==> config.mk <==
export PLATFORM = sky130hd
export DESIGN_NAME = add_sub_pipe
export DESIGN_NICKNAME = d
export VERILOG_FILES = /design/src/rtl/add_sub_pkg.sv /design/src/rtl/add_sub_stage.sv /design/src/rtl/fa.sv /design/src/rtl/add_sub_pipe.sv
export SDC_FILE = /design/constraint.sdc
export NUM_CORES = 1
export LEC_CHECK = 0
export BUFFER_PORTS_ARGS = -buffer_cell sky130_fd_sc_hd__buf_2
export CORE_MARGIN = 2
export CORE_UTILIZATION = 55
export DETAILED_ROUTE_END_ITERATION = 10
export HOLD_SLACK_MARGIN = 0.12
export PLACE_DENSITY = 0.72
export SETUP_SLACK_MARGIN = 0.4
export SYNTH_ARGS = -nofsm -noshare
export SYNTH_HDL_FRONTEND = slang
export SYNTH_HIERARCHICAL = 1
export SYNTH_SLANG_ARGS = --single-unit
==> constraint.sdc <==
create_clock -name clk_i -period 9.41 [get_ports clk_i]
set_input_delay 0 -clock clk_i [delete_from_list [all_inputs] [get_ports clk_i]]
set_output_delay 0 -clock clk_i [all_outputs]
set_load 0.02 [all_outputs]
==> src/rtl/add_sub_pkg.sv <==
// Shared types and helpers for the pipelined adder/subtractor.
package add_sub_pkg;

    // Operation select as decoded by the ALU; maps directly onto sub_i.
    typedef enum logic {
        OP_ADD = 1'b0,
        OP_SUB = 1'b1
    } add_sub_op_e;

    // Width-independent control bits of one pipeline stage. The operand and
    // partial-sum words are parameter-sized and travel alongside this struct.
    typedef struct packed {
        logic valid;      // stage holds a live operation
        logic carry;      // carry out of the most recently resolved chunk
        logic carry_msb;  // carry into bit WIDTH-1, captured by the last stage
        logic zero;       // partial sum word is all zeros
    } stage_ctrl_t;

    // Bits resolved per stage; zero stages yields zero rather than a divide fault.
    function automatic int unsigned chunk_width(input int unsigned width,
                                                input int unsigned stages);
        return (stages == 0) ? 0 : width / stages;
    endfunction

endpackage

==> src/rtl/add_sub_stage.sv <==
// One pipeline stage: resolves chunk IDX of the carry chain and registers the
// partial sum, the chunk carry-out and the skewed operands for later stages.
module add_sub_stage
    import add_sub_pkg::*;
#(
    parameter int unsigned WIDTH = 32,
    parameter int unsigned CHUNK = 8,
    parameter int unsigned IDX   = 0,
    parameter bit          LAST  = 1'b0
) (
    input  logic               clk,
    input  logic               rst_n,
    input  logic               adv,
    input  stage_ctrl_t        prev_ctrl,
    input  logic [WIDTH-1:0]   prev_a,
    input  logic [WIDTH-1:0]   prev_b,
    input  logic [WIDTH-1:0]   prev_sum,
    output stage_ctrl_t        ctrl,
    output logic [WIDTH-1:0]   a,
    output logic [WIDTH-1:0]   b,
    output logic [WIDTH-1:0]   sum
);

    localparam int unsigned LO = IDX * CHUNK;

    logic [CHUNK:0]   carries;
    logic [CHUNK-1:0] chunk_sum;
    logic [WIDTH-1:0] sum_next;
    stage_ctrl_t      ctrl_next;
    logic             unused_zero;

    // The zero flag is recomputed from the full word at every stage.
    assign unused_zero = prev_ctrl.zero;
    assign carries[0]  = prev_ctrl.carry;

    for (genvar i = 0; i < CHUNK; i++) begin : g_ripple
        fa u_fa (
            .a     (prev_a[LO + i]),
            .b     (prev_b[LO + i]),
            .c     (carries[i]),
            .sum   (chunk_sum[i]),
            .carry (carries[i + 1])
        );
    end

    // Merge this chunk into the partial sum and derive the next control word.
    always_comb begin
        sum_next              = prev_sum;
        sum_next[LO +: CHUNK] = chunk_sum;
        ctrl_next.valid       = prev_ctrl.valid;
        ctrl_next.carry       = carries[CHUNK];
        ctrl_next.carry_msb   = LAST ? carries[CHUNK-1] : prev_ctrl.carry_msb;
        ctrl_next.zero        = ~|sum_next;
    end

    // Stage register: loads on advance, holds otherwise; cleared by reset.
    always_ff @(posedge clk or negedge rst_n) begin
        if (!rst_n) begin
            ctrl <= '0;
            a    <= '0;
            b    <= '0;
            sum  <= '0;
        end else if (adv) begin
            ctrl <= ctrl_next;
            a    <= prev_a;
            b    <= prev_b;
            sum  <= sum_next;
        end
    end

endmodule

==> src/rtl/fa.sv <==
// Single-bit full adder, the building block of each stage's ripple chain.
module fa (
    input  logic a,
    input  logic b,
    input  logic c,
    output logic sum,
    output logic carry
);

    assign sum   = a ^ b ^ c;
    assign carry = (a & b) | (c & (a ^ b));

endmodule

==> src/rtl/add_sub_pipe.sv <==
// Pipelined WIDTH-bit adder/subtractor split into STAGES carry-chain chunks,
// with valid/ready handshake, backpressure and carry/overflow/zero flags.
module add_sub_pipe
    import add_sub_pkg::*;
#(
    parameter int unsigned WIDTH  = 32,
    parameter int unsigned STAGES = 4
) (
    input  logic             clk_i,
    input  logic             rst_ni,
    input  logic             valid_i,
    output logic             ready_o,
    input  logic [WIDTH-1:0] a_i,
    input  logic [WIDTH-1:0] b_i,
    input  logic             carry_i,
    input  logic             sub_i,
    output logic             valid_o,
    input  logic             ready_i,
    output logic [WIDTH-1:0] sum_o,
    output logic             carry_o,
    output logic             overflow_o,
    output logic             zero_o
);

    localparam int unsigned CHUNK = chunk_width(WIDTH, STAGES);

    if (STAGES == 0 || (WIDTH % STAGES) != 0) begin : g_param_check
        $error("add_sub_pipe: WIDTH must be a non-zero multiple of STAGES");
    end

    add_sub_op_e      op;
    logic             adv;
    stage_ctrl_t      feed_ctrl;
    logic [WIDTH-1:0] feed_b;
    logic             unused_skew;

    stage_ctrl_t      ctrl_pipe [STAGES];
    logic [WIDTH-1:0] a_pipe    [STAGES];
    logic [WIDTH-1:0] b_pipe    [STAGES];
    logic [WIDTH-1:0] sum_pipe  [STAGES];

    assign op = sub_i ? OP_SUB : OP_ADD;

    // Every stage moves together; a full output that is not taken stalls all.
    assign adv     = ready_i | ~ctrl_pipe[STAGES-1].valid;
    assign ready_o = adv;

    // Stage-0 operand conditioning: subtract is A + ~B + 1, carry_i ignored.
    always_comb begin
        feed_ctrl       = '0;
        feed_ctrl.valid = valid_i;
        feed_ctrl.carry = carry_i;
        feed_b          = b_i;
        if (op == OP_SUB) begin
            feed_ctrl.carry = 1'b1;
            feed_b          = ~b_i;
        end
    end

    for (genvar k = 0; k < STAGES; k++) begin : g_stage
        stage_ctrl_t      prev_ctrl;
        logic [WIDTH-1:0] prev_a;
        logic [WIDTH-1:0] prev_b;
        logic [WIDTH-1:0] prev_sum;

        if (k == 0) begin : g_feed
            assign prev_ctrl = feed_ctrl;
            assign prev_a    = a_i;
            assign prev_b    = feed_b;
            assign prev_sum  = '0;
        end else begin : g_link
            assign prev_ctrl = ctrl_pipe[k-1];
            assign prev_a    = a_pipe[k-1];
            assign prev_b    = b_pipe[k-1];
            assign prev_sum  = sum_pipe[k-1];
        end

        add_sub_stage #(
            .WIDTH (WIDTH),
            .CHUNK (CHUNK),
            .IDX   (k),
            .LAST  (k == STAGES - 1)
        ) u_stage (
            .clk       (clk_i),
            .rst_n     (rst_ni),
            .adv       (adv),
            .prev_ctrl (prev_ctrl),
            .prev_a    (prev_a),
            .prev_b    (prev_b),
            .prev_sum  (prev_sum),
            .ctrl      (ctrl_pipe[k]),
            .a         (a_pipe[k]),
            .b         (b_pipe[k]),
            .sum       (sum_pipe[k])
        );
    end

    // Fully consumed operand skew leaving the last stage.
    assign unused_skew = ^{a_pipe[STAGES-1], b_pipe[STAGES-1]};

    assign valid_o    = ctrl_pipe[STAGES-1].valid;
    assign sum_o      = sum_pipe[STAGES-1];
    assign carry_o    = ctrl_pipe[STAGES-1].carry;
    assign overflow_o = ctrl_pipe[STAGES-1].carry ^ ctrl_pipe[STAGES-1].carry_msb;
    assign zero_o     = ctrl_pipe[STAGES-1].zero;

endmodule
==> results of run 1 <==
[registers in the layout, summed over array words and instances, names as in the netlist]
signal,flops
g_stage.u_stage/a,48
g_stage.u_stage/sum,80
g_stage.u_stage/b,48
g_stage.u_stage/ctrl,10
[area by class of cell]
type | count | area [um2]
clock inverters | 14 | 121
multi-input cells | 265 | 3120
clock buffers | 18 | 439
flip-flops and latches | 186 | 4650
fillers | 1007 | 4650
repair buffers | 168 | 1150
well taps | 184 | 230
[layer usage]
metal,share of wire (%),vias up,GRT usage [%]
met3,3.5,18,4.47
met5,0,-,0
met1,46,2147,26.7
li1,-,1983,-
met2,48,77,29.8
met4,1.7,0,6.21
[metrics by stage]
step           instances  hold WS (ps)
2_1_floorplan        485          -296
3_3_place_gp         744           216
3_5_place_dp         744           237
4_1_cts              835           210
5_1_grt              835           234
6_report             835           222
[worst max-delay path: cells and delay by family (launching register included)]
kind	cells	cell delay, ps
flops	1	400
compound gates	1	230
fa+ha+maj	8	3360
simple gates	2	400
[placed cells by master, fill, tap and decap left out, types with 5 or more instances in the layout]
master	instances
xor2_1	33
nor4_1	6
clkbuf_16	17
clkinv_2	5
fa_1	32
mux2_2	185
buf_2	105
dlygate4sd3_1	59
dfrtp_1	186
[timing repair]
item	CTS	global route
hold buffers	59	0
endpoints found under the hold margin	176	0
resized for setup	0	0
[report_power, final]
group	internal [uW]	leakage, uW	total, uW	switching (uW)
Sequential	1160	0.00217	1390	228
Clock	372	0.000273	672	300
Combinational	627	0.00184	1120	495
Total	2160	0.00428	3180	1020
[worst max-delay path by stage]
stage	start	endpoint	slack, ps	cells past startpoint
final	g_stage[2].u_stage/a[24]	g_stage[3].u_stage/ctrl[0]	4920	11
after detailed placement	sub_i	g_stage[0].u_stage/sum[7]	4730	11
after floorplan	g_stage[2].u_stage/a[24]	g_stage[3].u_stage/ctrl[0]	5180	11
after global routing	g_stage[2].u_stage/a[24]	g_stage[3].u_stage/ctrl[0]	4750	11
after CTS	g_stage[2].u_stage/a[24]	g_stage[3].u_stage/ctrl[0]	4910	11
after global placement	sub_i	g_stage[0].u_stage/sum[7]	4850	11
==> reports/metrics.cfg, run 1 <==
[outcome]
status = finished, final reports clean

[timing]
maxSlewHeadroom_pct = 29.5
setup_viol = 0
skew_ps = 9.55
finalWorstSetupSlack_ps = 4920
fin_crit_sh_pct = 47.7
layout_min_cycle_time_ps = 4490
setup_tns_ps = 0
slew_violations = 0
tightestPinTransition_ps = 1060
fmax_mhz = 223
rsz0062_at_grt = no
hold_viol_final = 0

[worst_setup_path]
cp_common_cell = fa_1
path_class = reg2reg
path_cells = fa_1 > fa_1 > fa_1 > fa_1 > fa_1 > fa_1 > fa_1 > fa_1 > nor4b_2 > nand4_1 > o31ai_1
cp_data_required_time_ps = 9740
cp_slowest_stage_delay_ps = 480
end_kind = flip-flop
critPathMaxFanout = 2
r2r-end = g_stage[3].u_stage/ctrl[0]
ff2ff_setup_slack_ps = 4920
cp_slowest_cell = fa_1
cp-start-kind = flip-flop
r2r-start = g_stage[2].u_stage/a[24]
r2r_cells = 11
arrival_ps = 4820

[logic_synthesis]
syn-num-nets = 587
yosysWarningCount = 6
netlist_area_um2 = 8000
syn_inst = 485
avgSynthCellArea_um2 = 16.5

[routing]
dr.pass1.iters = 4
vias_per_cell = 5.06
wl_mm = 13.6
vias = 4225
postRouteAntennaNets = 0
wl_per_cell_um = 16.2
drt_iter0_drc = 225
drc = 0

[place]
io_buffer_count = 106
dp_hpwl_mm = 8.99
place_ws_ps = 4730
placed_area_um2 = 8570
gp_congestion = 0.755

[die]
core-area_um2 = 14400
rows = 44
initial_core_util_pct = 55.7
ios = 107
fp.dieH_um = 125
die_area_um2 = 15500
dieWidth_um = 125

[layout]
design_area_um2 = 9720
drive_gt1_share_pct = 50.5
area_growth_pct = 21.5
diodes = 0
final_net_count = 740
utilization_pct = 67.6

[clocking]
clockBufferDepth = 2
cts_root_buf = clkbuf_16
cts_made_buffers = 17
clock-sinks = 186
cts.htree.levels = 4
clk_pin_slew_worst_paths_ps = 60
cts_tree = built
cts_setup_buffers = 0
clk_latency_ps = 430

[power]
power.total_uw = 3180
max-vdd-ir-drop_mv = 0.160
p_leak_uw = 0.00428
power-per-cell-area_nw_per_um2 = 327

[grt]
grt_use_total_pct = 19.0
grt_pass1_vias = 4592
grt_overflow = 0
grt_pass1_wl_mm = 23.3
antenna_found_initial = 0
grt_max_degree = 120

[hold_path]
worstHoldPathType = in2reg
hold_start = b_i[7]
hold_path_end = g_stage[0].u_stage/ctrl[2]
hold_path_depth = 4

[job]
maxCapViolations = 0

Power figures use the tool's default switching activity.
==> run 2, diff against run 1 <==
==> constraint.sdc (replaced) <==
create_clock -name clk_i -period 4.4 [get_ports clk_i]
set_input_delay 0 -clock clk_i [delete_from_list [all_inputs] [get_ports clk_i]]
set_output_delay 0 -clock clk_i [all_outputs]
set_load 0.02 [all_outputs]
==> run 2 against run 1 <==
  * Sequential power rose by 110%
  * Clock-buffer cell count rose by 3
  * Critical path depth did not move
  * Sequential share of layout area fell by 0.38 points
  * Clock skew fell by 2.8 ps
  * Register-to-register slack got worse by 4600 ps
  * Via count rose by 2.1%
  * Clock power rose by 120%
  * Fmax rose by 9.2%
  * Utilization rose by 0.54 points
  * First-iteration DRC count fell by 29%
  * Global-route usage barely moved
==> reports/metrics.cfg, run 2 (synthesis gave the netlist of run 1 again) <==
[grt]
grt_pass1_vias = 4672  ; +1.7%
grt_pass1_wl_mm = 23.2  ; -0.39%
grt_overflow = 0  ; unchanged
grt_max_degree = 104  ; -13%
grt_use_total_pct = 19.0  ; about the same
antenna_found_initial = 0  ; unchanged

[clocking]
cts_tree = built
clk_pin_slew_worst_paths_ps = 60  ; about the same
cts_made_buffers = 17  ; unchanged
cts_root_buf = clkbuf_16
cts.htree.levels = 4  ; unchanged
clk_latency_ps = 420  ; about the same
clock-sinks = 186  ; unchanged
clockBufferDepth = 2  ; unchanged

[layout]
fillers = 993  ; -1.4%
final_net_count = 743  ; +0.41%
largest_reg_flops = 80  ; unchanged
area_growth_pct = 22.4
top_regs = g_stage.u_stage/sum (80), g_stage.u_stage/a (48), g_stage.u_stage/b (48)
diodes = 0  ; unchanged
regArea_um2 = 4650  ; unchanged
final_common_cell = dfrtp_1
layout_common_cells = dfrtp_1 (186), mux2_2 (185), buf_2 (105)
utilization_pct = 68.2  ; +0.54 points
regMostFlops = g_stage.u_stage/sum
drive_gt1_share_pct = 52.6  ; +2.1 points
multi_input_area_um2 = 3160  ; +1.1%

[timing]
maxSlewHeadroom_pct = 38.3  ; +8.8 points
slew_violations = 0  ; unchanged
setup_tns_ps = 0  ; unchanged
tightestPinTransition_ps = 925  ; -132 ps
finalWorstSetupSlack_ps = 288  ; -4630 ps
skew_ps = 6.73  ; -2.83 ps
holdWs_ps = 200  ; -22.8 ps
hold_viol_final = 0  ; unchanged
layout_min_cycle_time_ps = 4110  ; -380 ps
fmax_mhz = 243  ; +9.2%
fin_crit_sh_pct = 93.5  ; +46 points
rsz0062_at_grt = yes
setup_viol = 0  ; unchanged

[die]
dieWidth_um = 125  ; unchanged
initial_core_util_pct = 55.7  ; unchanged
ios = 107  ; unchanged
core-area_um2 = 14400  ; unchanged
rows = 44  ; unchanged
die_area_um2 = 15500  ; unchanged
fp.dieH_um = 125  ; unchanged

[routing]
vias_per_cell = 5.16  ; +2.0%
wl_mm = 13.7  ; +1.2%
wl_met3_um = 505  ; +7.9%
dr.pass1.iters = 4  ; unchanged
postRouteAntennaNets = 0  ; unchanged
drt_iter0_drc = 160  ; -29%
route.met2.wl_mm = 6.78  ; +3.2%
wl_per_cell_um = 16.4  ; +1.1%
wl_met1_mm = 6.26  ; -0.59%
vias = 4313  ; +2.1%
highest_layer = met4
drc = 0  ; unchanged

[worst_setup_path]
end_kind = flip-flop
cp_data_required_time_ps = 4730  ; -5010 ps
ff2ff_setup_slack_ps = 290  ; -4630 ps
critPathMaxFanout = 2  ; unchanged
r2r-end = g_stage[3].u_stage/ctrl[0]
arrival_ps = 4440  ; -380 ps
cp-start-kind = flip-flop
r2r-start = g_stage[2].u_stage/a[24]
path_class = reg2reg
r2r_cells = 11  ; unchanged

[power]
switching_share_pct = 31.4  ; -0.78 points
power-per-cell-area_nw_per_um2 = 704  ; +120%
p_switching_uw = 2160  ; +110%
p_int_uw = 4730  ; +120%
p_comb_share_pct = 35.6  ; +0.3 points
max-vdd-ir-drop_mv = 0.312  ; +96%
p_leak_uw = 0.00430  ; +0.47%
seqPwrFrac_pct = 43.1  ; -0.5 points
power.share.clock_pct = 21.3  ; +0.2 points

[place]
place_ws_ps = 220  ; -4510 ps
io_buffer_count = 106  ; unchanged
dp_hpwl_mm = 8.99  ; about the same
gp_congestion = 0.761  ; +0.86%

[hold_path]
worstHoldPathType = in2reg
hold_start = b_i[7]
hold_path_end = g_stage[0].u_stage/sum[7]
hold_path_depth = 4  ; unchanged

[outcome]
status = finished, final reports clean

[job]
maxCapViolations = 0  ; unchanged

## run 2: cell count changes in the layout (fill, tap and decap cells not counted)
cell,before,now
buf_12,0,1
buf_4,3,5
bufinv_16,1,2
clkbuf_1,0,1
clkbuf_8,1,3
clkinv_2,5,6
clkinv_4,2,0
clkinvlp_4,3,1
fa_1,32,18
fa_2,0,14
inv_6,3,0
## run 2: worst max-delay path by stage
| stage | slack, ps | to | depth (start not counted) | start |
|---|---|---|---|---|
| finish | 290 | g_stage[3].u_stage/ctrl[0] | 11 | g_stage[2].u_stage/a[24] |
| detailed placement | 220 | g_stage[3].u_stage/ctrl[0] | 11 | g_stage[2].u_stage/a[24] |
| global placement | 310 | g_stage[3].u_stage/ctrl[0] | 11 | g_stage[2].u_stage/a[24] |
| global route | 150 | g_stage[3].u_stage/ctrl[0] | 11 | g_stage[2].u_stage/a[24] |
| floorplan | 420 | g_stage[3].u_stage/ctrl[0] | 11 | g_stage[2].u_stage/a[24] |
| CTS | 300 | g_stage[3].u_stage/ctrl[0] | 11 | g_stage[2].u_stage/a[24] |
## run 2: layer usage
metal,up-vias,GRT usage [%]
met3,16,4.51
met2,95,30.5
met4,0,6.28
li1,1989,-
met1,2213,26.0
met5,-,0
## run 2: what timing repair did
action	in CTS	in global routing
resized for setup	4	4
pin swaps	1	0
endpoints found under the setup margin	3	4
hold buffers	59	0
buffers inserted	0	0
hold endpoints to repair	159	0
## run 2: power groups by stage
stage | Sequential (uW) | Clock, uW | Combinational [uW]
2_1_floorplan | 3050 | 0 | 1630
3_3_place_gp | 2970 | 0 | 2330
3_5_place_dp | 3020 | 0 | 2410
4_1_cts | 2990 | 1500 | 2490
5_1_grt | 3090 | 1580 | 2710
6_report | 2980 | 1470 | 2450
## run 2: stage by stage
stage / instances / cell area, um2 / total power [uW]
6_report: 836 / 9790 / 6900
3_5_place_dp: 747 / 8620 / 5430
5_1_grt: 836 / 9790 / 7380
2_1_floorplan: 485 / 8020 / 4680
3_3_place_gp: 747 / 8620 / 5310
4_1_cts: 836 / 9780 / 6980
## run 2: worst max-delay path, cell delays in order, from the launching register on
cell	delay, ps
dfrtp_1	400
fa_2	400
fa_2	360
fa_2	370
fa_2	360
fa_2	370
fa_2	350
fa_2	350
fa_1	470
nor4b_2	270
nand4_1	120
o31ai_1	200
## run 2: final cells by class
cell class | count | share of cell area [%]
timing repair buffer | 171 | 12.1
multi-input combinational | 265 | 32.2
clock buffer | 21 | 4.80
clock inverter | 9 | 0.996
tap | 184 | 2.35
sequential | 186 | 47.5
